## src/rtl/uart_pkg.sv

```systemverilog
// Shared UART definitions: word width, oversampling ratio, parity encodings
// and the receiver state type.
package uart_pkg;

  localparam int unsigned DATA_WIDTH = 32;
  localparam int unsigned OVERSAMPLE = 16;

  localparam logic [1:0] ODD  = 2'b10;
  localparam logic [1:0] EVEN = 2'b11;

  typedef enum logic [2:0] {
    IDLE,
    START,
    DATA,
    PARITY,
    STOP1,
    STOP2,
    DONE
  } rx_state_t;

  // Frame lengths outside 5..8 fall back to 8 data bits.
  function automatic logic [3:0] eff_len(input logic [3:0] fl);
    return ((fl >= 4'd5) && (fl <= 4'd8)) ? fl : 4'd8;
  endfunction

endpackage

```

## src/rtl/uart_sync2.sv

```systemverilog
// Two-flop synchronizer for an asynchronous input.
// Both flops reset to 1, which matches the idle level of a UART line.
module uart_sync2 (
  input  logic clk,
  input  logic rst_n,
  input  logic d,
  output logic q
);

  logic meta;

  // Shift the async input through two flops.
  always_ff @(posedge clk or negedge rst_n) begin
    if (!rst_n) begin
      meta <= 1'b1;
      q    <= 1'b1;
    end else begin
      meta <= d;
      q    <= meta;
    end
  end

endmodule

```

## src/rtl/uart_receiver.sv

```systemverilog
// UART receiver that assembles several serial frames into one 32-bit word.
// Bits are sampled at 16x oversampling; RX_done pulses once per full word.
module uart_receiver
  import uart_pkg::*;
(
  input  logic                  PCLK,
  input  logic                  PRESETn,
  input  logic                  rx_tick,
  input  logic                  Rx,
  input  logic [3:0]            frame_length,
  input  logic [1:0]            parity_signal,
  input  logic                  stop_bits,
  output logic [DATA_WIDTH-1:0] read_data,
  output logic                  RX_done,
  output logic                  parity_error,
  output logic                  frame_error,
  output logic                  RX_ERROR
);

  localparam logic [3:0] MID_TICK  = 4'(OVERSAMPLE / 2 - 1);
  localparam logic [3:0] LAST_TICK = 4'(OVERSAMPLE - 1);
  localparam logic [5:0] LAST_IDX  = 6'(DATA_WIDTH - 1);

  rx_state_t   state;
  rx_state_t   state_next;

  logic        rx_s;
  logic        rx_last;
  logic [3:0]  tick_cnt;
  logic [2:0]  bit_cnt;
  logic [5:0]  index;
  logic        par_acc;
  logic [3:0]  cfg_len;
  logic [1:0]  cfg_par;
  logic        cfg_stop2;

  logic        fall;
  logic        mid_point;
  logic        bit_point;
  logic        last_bit;
  logic        last_frame;

  uart_sync2 u_sync (
    .clk   (PCLK),
    .rst_n (PRESETn),
    .d     (Rx),
    .q     (rx_s)
  );

  // Sampling strobes derived from the tick counter and tick-rate edge detect.
  always_comb begin
    fall       = rx_tick && rx_last && !rx_s;
    mid_point  = rx_tick && (tick_cnt == MID_TICK);
    bit_point  = rx_tick && (tick_cnt == LAST_TICK);
    last_bit   = ({1'b0, bit_cnt} == (cfg_len - 4'd1));
    last_frame = (index >= LAST_IDX);
    RX_ERROR   = parity_error | frame_error;
  end

  // State register.
  always_ff @(posedge PCLK or negedge PRESETn) begin
    if (!PRESETn) begin
      state <= IDLE;
    end else begin
      state <= state_next;
    end
  end

  // Next-state decode and the word-complete strobe.
  always_comb begin
    state_next = state;
    RX_done    = 1'b0;
    case (state)
      IDLE:   if (fall) state_next = START;
      START:  if (mid_point) state_next = rx_s ? IDLE : DATA;
      DATA:   if (bit_point && last_bit)
                state_next = cfg_par[1] ? PARITY : STOP1;
      PARITY: if (bit_point) state_next = STOP1;
      STOP1:  if (bit_point) begin
                if (cfg_stop2)       state_next = STOP2;
                else if (last_frame) state_next = DONE;
                else                 state_next = IDLE;
              end
      STOP2:  if (bit_point) state_next = last_frame ? DONE : IDLE;
      DONE: begin
        RX_done    = 1'b1;
        state_next = IDLE;
      end
      default: state_next = IDLE;
    endcase
  end

  // Datapath: tick/bit counters, word assembly, config latch, sticky errors.
  // read_data and the error flags are only cleared by the first data sample
  // of the following word, so they stay readable after RX_done.
  always_ff @(posedge PCLK or negedge PRESETn) begin
    if (!PRESETn) begin
      rx_last      <= 1'b1;
      tick_cnt     <= '0;
      bit_cnt      <= '0;
      index        <= '0;
      par_acc      <= 1'b0;
      cfg_len      <= 4'd8;
      cfg_par      <= '0;
      cfg_stop2    <= 1'b0;
      read_data    <= '0;
      parity_error <= 1'b0;
      frame_error  <= 1'b0;
    end else begin
      if (rx_tick) rx_last <= rx_s;
      case (state)
        IDLE: begin
          if (fall) begin
            tick_cnt <= '0;
            bit_cnt  <= '0;
            par_acc  <= 1'b0;
            if (index == '0) begin
              cfg_len   <= eff_len(frame_length);
              cfg_par   <= parity_signal;
              cfg_stop2 <= stop_bits;
            end
          end
        end
        START: begin
          if (rx_tick) tick_cnt <= (tick_cnt == MID_TICK) ? '0 : tick_cnt + 4'd1;
        end
        DATA: begin
          if (rx_tick) tick_cnt <= tick_cnt + 4'd1;
          if (bit_point) begin
            bit_cnt <= bit_cnt + 3'd1;
            par_acc <= par_acc ^ rx_s;
            if (index != '1) index <= index + 6'd1;
            if (index == '0) begin
              read_data    <= {{(DATA_WIDTH-1){1'b0}}, rx_s};
              parity_error <= 1'b0;
              frame_error  <= 1'b0;
            end else if (index <= LAST_IDX) begin
              read_data[index[4:0]] <= rx_s;
            end
          end
        end
        PARITY: begin
          if (rx_tick) tick_cnt <= tick_cnt + 4'd1;
          // Odd parity expects data^parity == 1, even expects 0.
          if (bit_point && ((par_acc ^ rx_s) == cfg_par[0])) parity_error <= 1'b1;
        end
        STOP1, STOP2: begin
          if (rx_tick) tick_cnt <= tick_cnt + 4'd1;
          if (bit_point && !rx_s) frame_error <= 1'b1;
        end
        DONE: begin
          index <= '0;
        end
        default: ;
      endcase
    end
  end

endmodule

```

## config.mk

```make
export PLATFORM = sky130hd
export DESIGN_NAME = uart_receiver
export DESIGN_NICKNAME = d
export VERILOG_FILES = /design/src/rtl/uart_pkg.sv /design/src/rtl/uart_sync2.sv /design/src/rtl/uart_receiver.sv
export SDC_FILE = /design/constraint.sdc
export NUM_CORES = 1
export LEC_CHECK = 0
export ABC_CLOCK_PERIOD_IN_PS = 6100
export CAP_MARGIN = 20
export CORE_MARGIN = 2
export CORE_UTILIZATION = 55
export CTS_CLUSTER_SIZE = 8
export DETAILED_ROUTE_END_ITERATION = 10
export GPL_TIMING_DRIVEN = 0
export PLACE_DENSITY = 0.9
export SYNTH_ARGS = -nofsm -noshare
export SYNTH_HDL_FRONTEND = slang
export SYNTH_SLANG_ARGS = --single-unit
```

## constraint.sdc

```tcl
create_clock -name PCLK -period 6.1 [get_ports PCLK]
set_clock_uncertainty 0.05 [all_clocks]
set_input_delay 1.83 -clock PCLK [delete_from_list [all_inputs] [get_ports PCLK]]
set_output_delay 1.83 -clock PCLK [all_outputs]
set_load 0.01 [all_outputs]
```

==> results of run 1 <==
state kept, by name (all words and copies together) (netlist names):
register / flops
read_data: 32
index: 6
cfg_len: 4
tick_cnt: 4
bit_cnt: 3
state: 3
cfg_par: 2
cfg_stop2: 1
frame_error: 1
par_acc: 1
parity_error: 1
rx_last: 1
u_sync.meta: 1
u_sync.q: 1
layout by cell type (no fill, tap or decap), types with 3 or more instances in the layout:
master	instances
a211oi_1	5
a21o_1	5
a21oi_1	7
a22o_1	3
a22oi_1	28
a31oi_1	3
and3b_1	4
and4_1	3
buf_2	3
clkbuf_1	28
clkbuf_8	11
clkdlybuf4s50_1	45
clkinv_2	3
dfrtp_1	57
dfstp_2	4
ha_1	9
inv_1	15
mux2_2	6
mux2i_1	6
nand2_1	23
nand2b_1	3
nand3_1	7
nand3b_1	5
nand4_1	3
nor2_1	13
nor2b_1	7
nor3_1	4
nor3b_1	5
o21ai_0	71
o21ai_1	7
o22ai_1	3
or2_2	4
or3_1	3
xnor2_1	3
cell families (layout without fill, tap and decap cells):
| family | count (synthesis) | count (layout) | synth area share (%) |
|---|---|---|---|
| compound gates | 150 | 150 | 27.5 |
| xor+xnor | 5 | 5 | 1.27 |
| fa+ha+maj | 9 | 9 | 3.27 |
| buf+inv | 45 | 108 | 4.98 |
| flops | 61 | 61 | 44.5 |
| mux | 12 | 12 | 3.70 |
| simple gates | 91 | 91 | 14.8 |
where the power goes:
part,switching [uW],internal [uW],total (uW)
clock,162,168,329
combinational,318,180,498
sequential,46.6,457,504
layer usage:
| layer | vias to the layer above | track usage [%] | wire, um |
|---|---|---|---|
| li1 | 1486 | - | - |
| met1 | 1559 | 32.7 | 3640 |
| met2 | 127 | 43.5 | 4200 |
| met3 | 20 | 6.36 | 467 |
| met4 | 0 | 8.35 | 187 |
| met5 | - | 0 | 0 |
cell type report:
cell class	instances	area share, %
plain buffers	30	2.75
multi-input cells	267	41.6
clock inverters	4	0.537
repair buffers	47	11.3
inverters	15	1.34
flip-flops and latches	61	36.5
clock buffers	12	3.70
well taps	75	2.24
metrics by stage:
| stage | std cells | power [uW] |
|---|---|---|
| after detailed placement | 495 | 997 |
| final | 511 | 1330 |
| after global placement | 494 | 970 |
| after global routing | 511 | 1420 |
| after CTS | 511 | 1330 |
| after floorplan | 373 | 860 |
critical path: cells and delay by family (launching register included):
family | cells | cell delay, ns
buffers and inverters | 3 | 0.87
flip-flops | 1 | 0.45
AND/OR/NAND/NOR | 2 | 0.65
worst paths after layout:
kind	from	to	slack (ns)	cells after the start
worst min-delay path	u_sync.meta	u_sync.q	0.31	0
min in group asynchronous	PRESETn	read_data[2]	1.40	1
worst min register to register	u_sync.meta	u_sync.q	0.31	0
worst max-delay path	state[1]	RX_done	1.90	5
max in group asynchronous	PRESETn	rx_last	3.93	2
worst max register to register	index[0]	cfg_stop2	3.66	7
==> impl_metrics.csv, run 1 <==
group,metric,value,unit
cts,cts_sinks,61,
setup_path,cp-start-kind,"flip-flop",
synthesis,netlist_top_cells_count,"71 x o21ai_0, 57 x dfrtp_1, 28 x a22oi_1",
sta,fin_crit_sh,68.9,%
setup_path,cpPeakStageDelay,0.53,ns
synthesis,synth_nets,393,
drt,avgViaCountPerCell,6.25,
sta,setup-tns-final,0,ns
global_routing,grt_overflow,0,
placement,place_congestion,0.932,
sta,min_period,4.20,ns
global_routing,antenna_found_initial,0,
sta,rsz0062_at_grt,"no",
outcome,status,"complete, no violations",
synthesis,ys_ff_latch,61,
setup_path,path_class,"flip-flop to output pin",
synthesis,syn_area_per_cell,9.23,um^2
sta,slew_viol_final,0,
placement,pre_cts_ws,2.00,ns
synthesis,ys.flop_type,"dfrtp_1",
global_routing,grt_use_total,25.8,%
drt,drtAntennaViolNets,0,
die,core,5990,um^2
die,ios,47,
job,maxCapViolations,0,
cells_and_area,fin_area,4190,um^2
cts,clock_latency,0.34,ns
synthesis,yosysTopAreaCell,"dfrtp_1",
die,fp.dieH,83.1,um
die,die_area,6910,um^2
cts,cts_hold_buf,0,
setup_path,arrival,2.32,ns
drt,drc,0,
sta,finalSetupViolCount,0,
cells_and_area,areaGrowthSynthToFinish,21.7,%
setup_path,critPathRequiredTime,4.22,ns
synthesis,syn-instance-count,373,
cells_and_area,fin_util,70.0,%
sta,slew_headroom,45.3,%
synthesis,synth_area_leaders,"dfrtp_1 41%, o21ai_0 10%, a22oi_1 6.1%",
drt,num_vias,3192,
setup_path,worstPathCellList,"buf_2 -> nor2b_1 -> nand2_1 -> inv_1 -> clkdlybuf4s50_1",
synthesis,yosysTopAreaCellShare,41.4,%
die,chipWidth,83.1,um
cells_and_area,drive_gt1_share,8.72,%
worst_hold_path,holdCritPathClass,"flip-flop to flip-flop",
synthesis,synth.most_common_cell,"o21ai_0",
cts,post-cts-setup-buffer-count,0,
setup_path,end_kind,"output pin",
synthesis,synth_edf_count,0,
synthesis,synthDistinctLibCells,53,
cells_and_area,n_fill_cell,466,
cts,cts_root_buf,"clkbuf_8",
placement,dp_hpwl,6060,um
cts,cts.path.max_buffers,2,
global_routing,grt_max_degree,41,
cts,clk_pin_slew,0.06,ns
synthesis,synth_warnings,0,
setup_path,path_max_fanout,10,
sta,whs,0.314,ns
synthesis,synth_area,3440,um^2
placement,place_area,4010,um^2
setup_path,slowest_stage,"clkdlybuf4s50_1",
die,fp-row-count,28,
drt,avgRoutedWirePerCell,16.6,um
placement,portBuffers,46,
cells_and_area,ff_latch_area,1530,um^2
sta,worst_pin_slew,0.811,ns
global_routing,grt_pass1_wl,14600,um
cells_and_area,multiInputGateArea,1740,um^2
cts,numCtsBuffers,9,
sta,fmaxAchievable,238,MHz
drt,dr.pass1.iters,6,
synthesis,ys_seq_area_share,44.5,%
cts,htree_levels,3,
sta,hold_violations,0,
power,ir_drop,0.000210,V
drt,dr.first_iter.drc_count,210,
cells_and_area,diodes,0,
cts,cts_tree,"done",
power,p_leak,0.00171,uW
power,power_density,318,nW/um^2
die,start_util,57.5,%
cells_and_area,nets,451,
drt,wirelength,8500,um
synthesis,async_reset_ff_share,100,%
cts,cts_resized,0,
global_routing,grt_pass1_vias,3136,
sta,setup_ws,1.90,ns
No activity file was read; power rests on OpenSTA's default activity.
==> inputs of run 2 (changes only) <==
ABC_CLOCK_PERIOD_IN_PS = 4220   (was 6100)
clock period = 4.22 ns   (was 6.1 ns; I/O delays follow)
==> results of run 2 <==
Same layout as run 1 (identical final DEF). Status: complete, no violations.
Main changes from that run: setup slack after placement 2.00 ns -> 0.688 ns; setup slack after layout 1.90 ns -> 0.582 ns; register-to-register setup slack 3.66 ns -> 1.78 ns; total power 1330 uW -> 1920 uW; worst IR drop on VDD 0.000210 V -> 0.000303 V
==> inputs of run 3 (changes only) <==
ABC_CLOCK_PERIOD_IN_PS = 3100   (was 4220)
CORE_UTILIZATION = 50   (was 55)
PLACE_DENSITY = 0.87   (was 0.9)
clock period = 3.1 ns   (was 4.22 ns; I/O delays follow)
==> impl_metrics.csv, run 3 (same netlist as run 1, synthesis figures left out) <==
group,metric,value,unit
power,netSwitchingFraction,40.1,%
setup_path,arrival,2.01,ns
drt,dr.first_iter.drc_count,230,
sta,rsz0062_at_grt,"no",
power,ir_drop,0.000267,V
global_routing,grt_pass1_vias,3187,
cts,cts_sinks,61,
placement,place_congestion,0.868,
global_routing,grt_pass1_wl,14500,um
cells_and_area,areaGrowthSynthToFinish,21.6,%
sta,slew_headroom,51.8,%
die,chipWidth,87,um
sta,fin_crit_sh,96.4,%
die,start_util,51.3,%
power,power_density,615,nW/um^2
setup_path,rrSetupSlack,0.64,ns
sta,hold_violations,0,
die,ios,47,
placement,dpl.cell_count,500,
sta,fmaxAchievable,335,MHz
cells_and_area,final_cell_mix,"71 x o21ai_0, 56 x dfrtp_1, 45 x clkdlybuf4s50_1",
die,core,6720,um^2
power,pwr-share-clk,23.3,%
cts,cts.path.max_buffers,2,
global_routing,grt_use_total,24.3,%
drt,avgRoutedWirePerCell,16.1,um
setup_path,cp-start-kind,"flip-flop",
cells_and_area,top_regs,"read_data (32), index (6)",
cells_and_area,drive_gt1_share,8.94,%
cts,numCtsBuffers,9,
cells_and_area,diodes,0,
power,p_comb_share,38.2,%
drt,drtAntennaViolNets,0,
power,switchingPower,1030,uW
drt,dr.pass1.iters,7,
power,p_int,1540,uW
cells_and_area,largest_reg_flops,32,
placement,dp_hpwl,6000,um
global_routing,grt_overflow,0,
setup_path,path_max_fanout,10,
global_routing,grt_max_degree,35,
power,p_leak,0.00171,uW
sta,worst_pin_slew,0.721,ns
setup_path,critPathRequiredTime,2.12,ns
cells_and_area,final_common_cell,"o21ai_0",
die,die_area,7570,um^2
drt,drc,0,
sta,min_period,2.99,ns
cts,htree_levels,3,
cts,clk_pin_slew,0.07,ns
sta,setup_ws,0.113,ns
placement,portBuffers,46,
sta,slew_viol_final,0,
cts,clock_latency,0.35,ns
drt,avgViaCountPerCell,6.10,
power,p_seq_share,38.6,%
die,fp-row-count,30,
job,maxCapViolations,0,
sta,setup-tns-final,0,ns
placement,place_area,4020,um^2
global_routing,antenna_found_initial,0,
outcome,status,"complete, no violations",
drt,num_vias,3150,
cts,cts_tree,"done",
cts,post-cts-setup-buffer-count,0,
cts,cts_root_buf,"clkbuf_8",
drt,wirelength,8330,um
cells_and_area,fin_area,4190,um^2
placement,pre_cts_ws,-0.0549,ns
sta,whs,0.313,ns
setup_path,path_class,"flip-flop to output pin",
worst_hold_path,holdCritPathClass,"flip-flop to flip-flop",
setup_path,end_kind,"output pin",
cells_and_area,largest-register,"read_data",
die,fp.dieH,87,um
cells_and_area,instances_no_fill,516,
cts,cts_hold_buf,0,
cells_and_area,nets,451,
sta,finalSetupViolCount,0,
[run 3: cell count changes in the layout (fill, tap and decap cells not counted), sizes merged]
cell / change
buf: -1
clkinv: +1
[run 3: final cells by class]
type / count / area, um^2
Clock inverter: 5 / 27.5
Clock buffer: 11 / 131
Tap cell: 80 / 100
Fill cell: 571 / 2530
Buffer: 30 / 118
Multi-Input combinational cell: 267 / 1750
Sequential cell: 61 / 1530
Inverter: 15 / 56.3
Timing Repair Buffer: 47 / 475
[run 3: what timing repair did]
| action | 4_1_cts | 5_1_grt |
|---|---|---|
| gates resized for setup | 2 | 2 |
| hold endpoints to repair | 0 | 0 |
| endpoints found under the setup margin | 1 | 1 |
[run 3: worst paths after layout]
kind	depth (start not counted)	end	start
setup / recovery	5	RX_done	state[1]
hold / removal	0	u_sync.q	u_sync.meta
setup reg to reg	9	read_data[14]	index[0]
hold reg to reg	0	u_sync.q	u_sync.meta
max in group asynchronous	2	parity_error	PRESETn
min in group asynchronous	1	read_data[8]	PRESETn
[run 3: per-layer routing]
metal  GRT usage [%]  part of all wire [%]  vias to the layer above
met4            12.6                   2.7                        0
met1            28.4                    42                     1527
li1                -                     -                     1488
met2            42.1                    51                      112
met5               0                     0                        -
met3            4.83                   4.7                       23
[run 3: power by group through the flow]
stage | combinational (uW) | sequential [uW] | clock [uW]
after CTS | 970 | 994 | 611
after global routing | 1100 | 1010 | 645
after floorplan | 701 | 990 | 0
after detailed placement | 954 | 1010 | 0
final | 984 | 994 | 600
after global placement | 920 | 1000 | 0
[run 3: worst max-delay path: stages (launching register included)]
cell and delay [ns]:
dfrtp_2 0.42, clkbuf_4 0.22, nor2b_4 0.24, nand2_1 0.16
inv_1 0.09, clkdlybuf4s50_1 0.53
[run 3: through the flow]
step | utilization [%] | total power [uW]
final | 62.4 | 2580
after global routing | 62.4 | 2760
after CTS | 62.3 | 2570
after detailed placement | 59.8 | 1960
after global placement | 59.6 | 1920
after floorplan | - | 1690
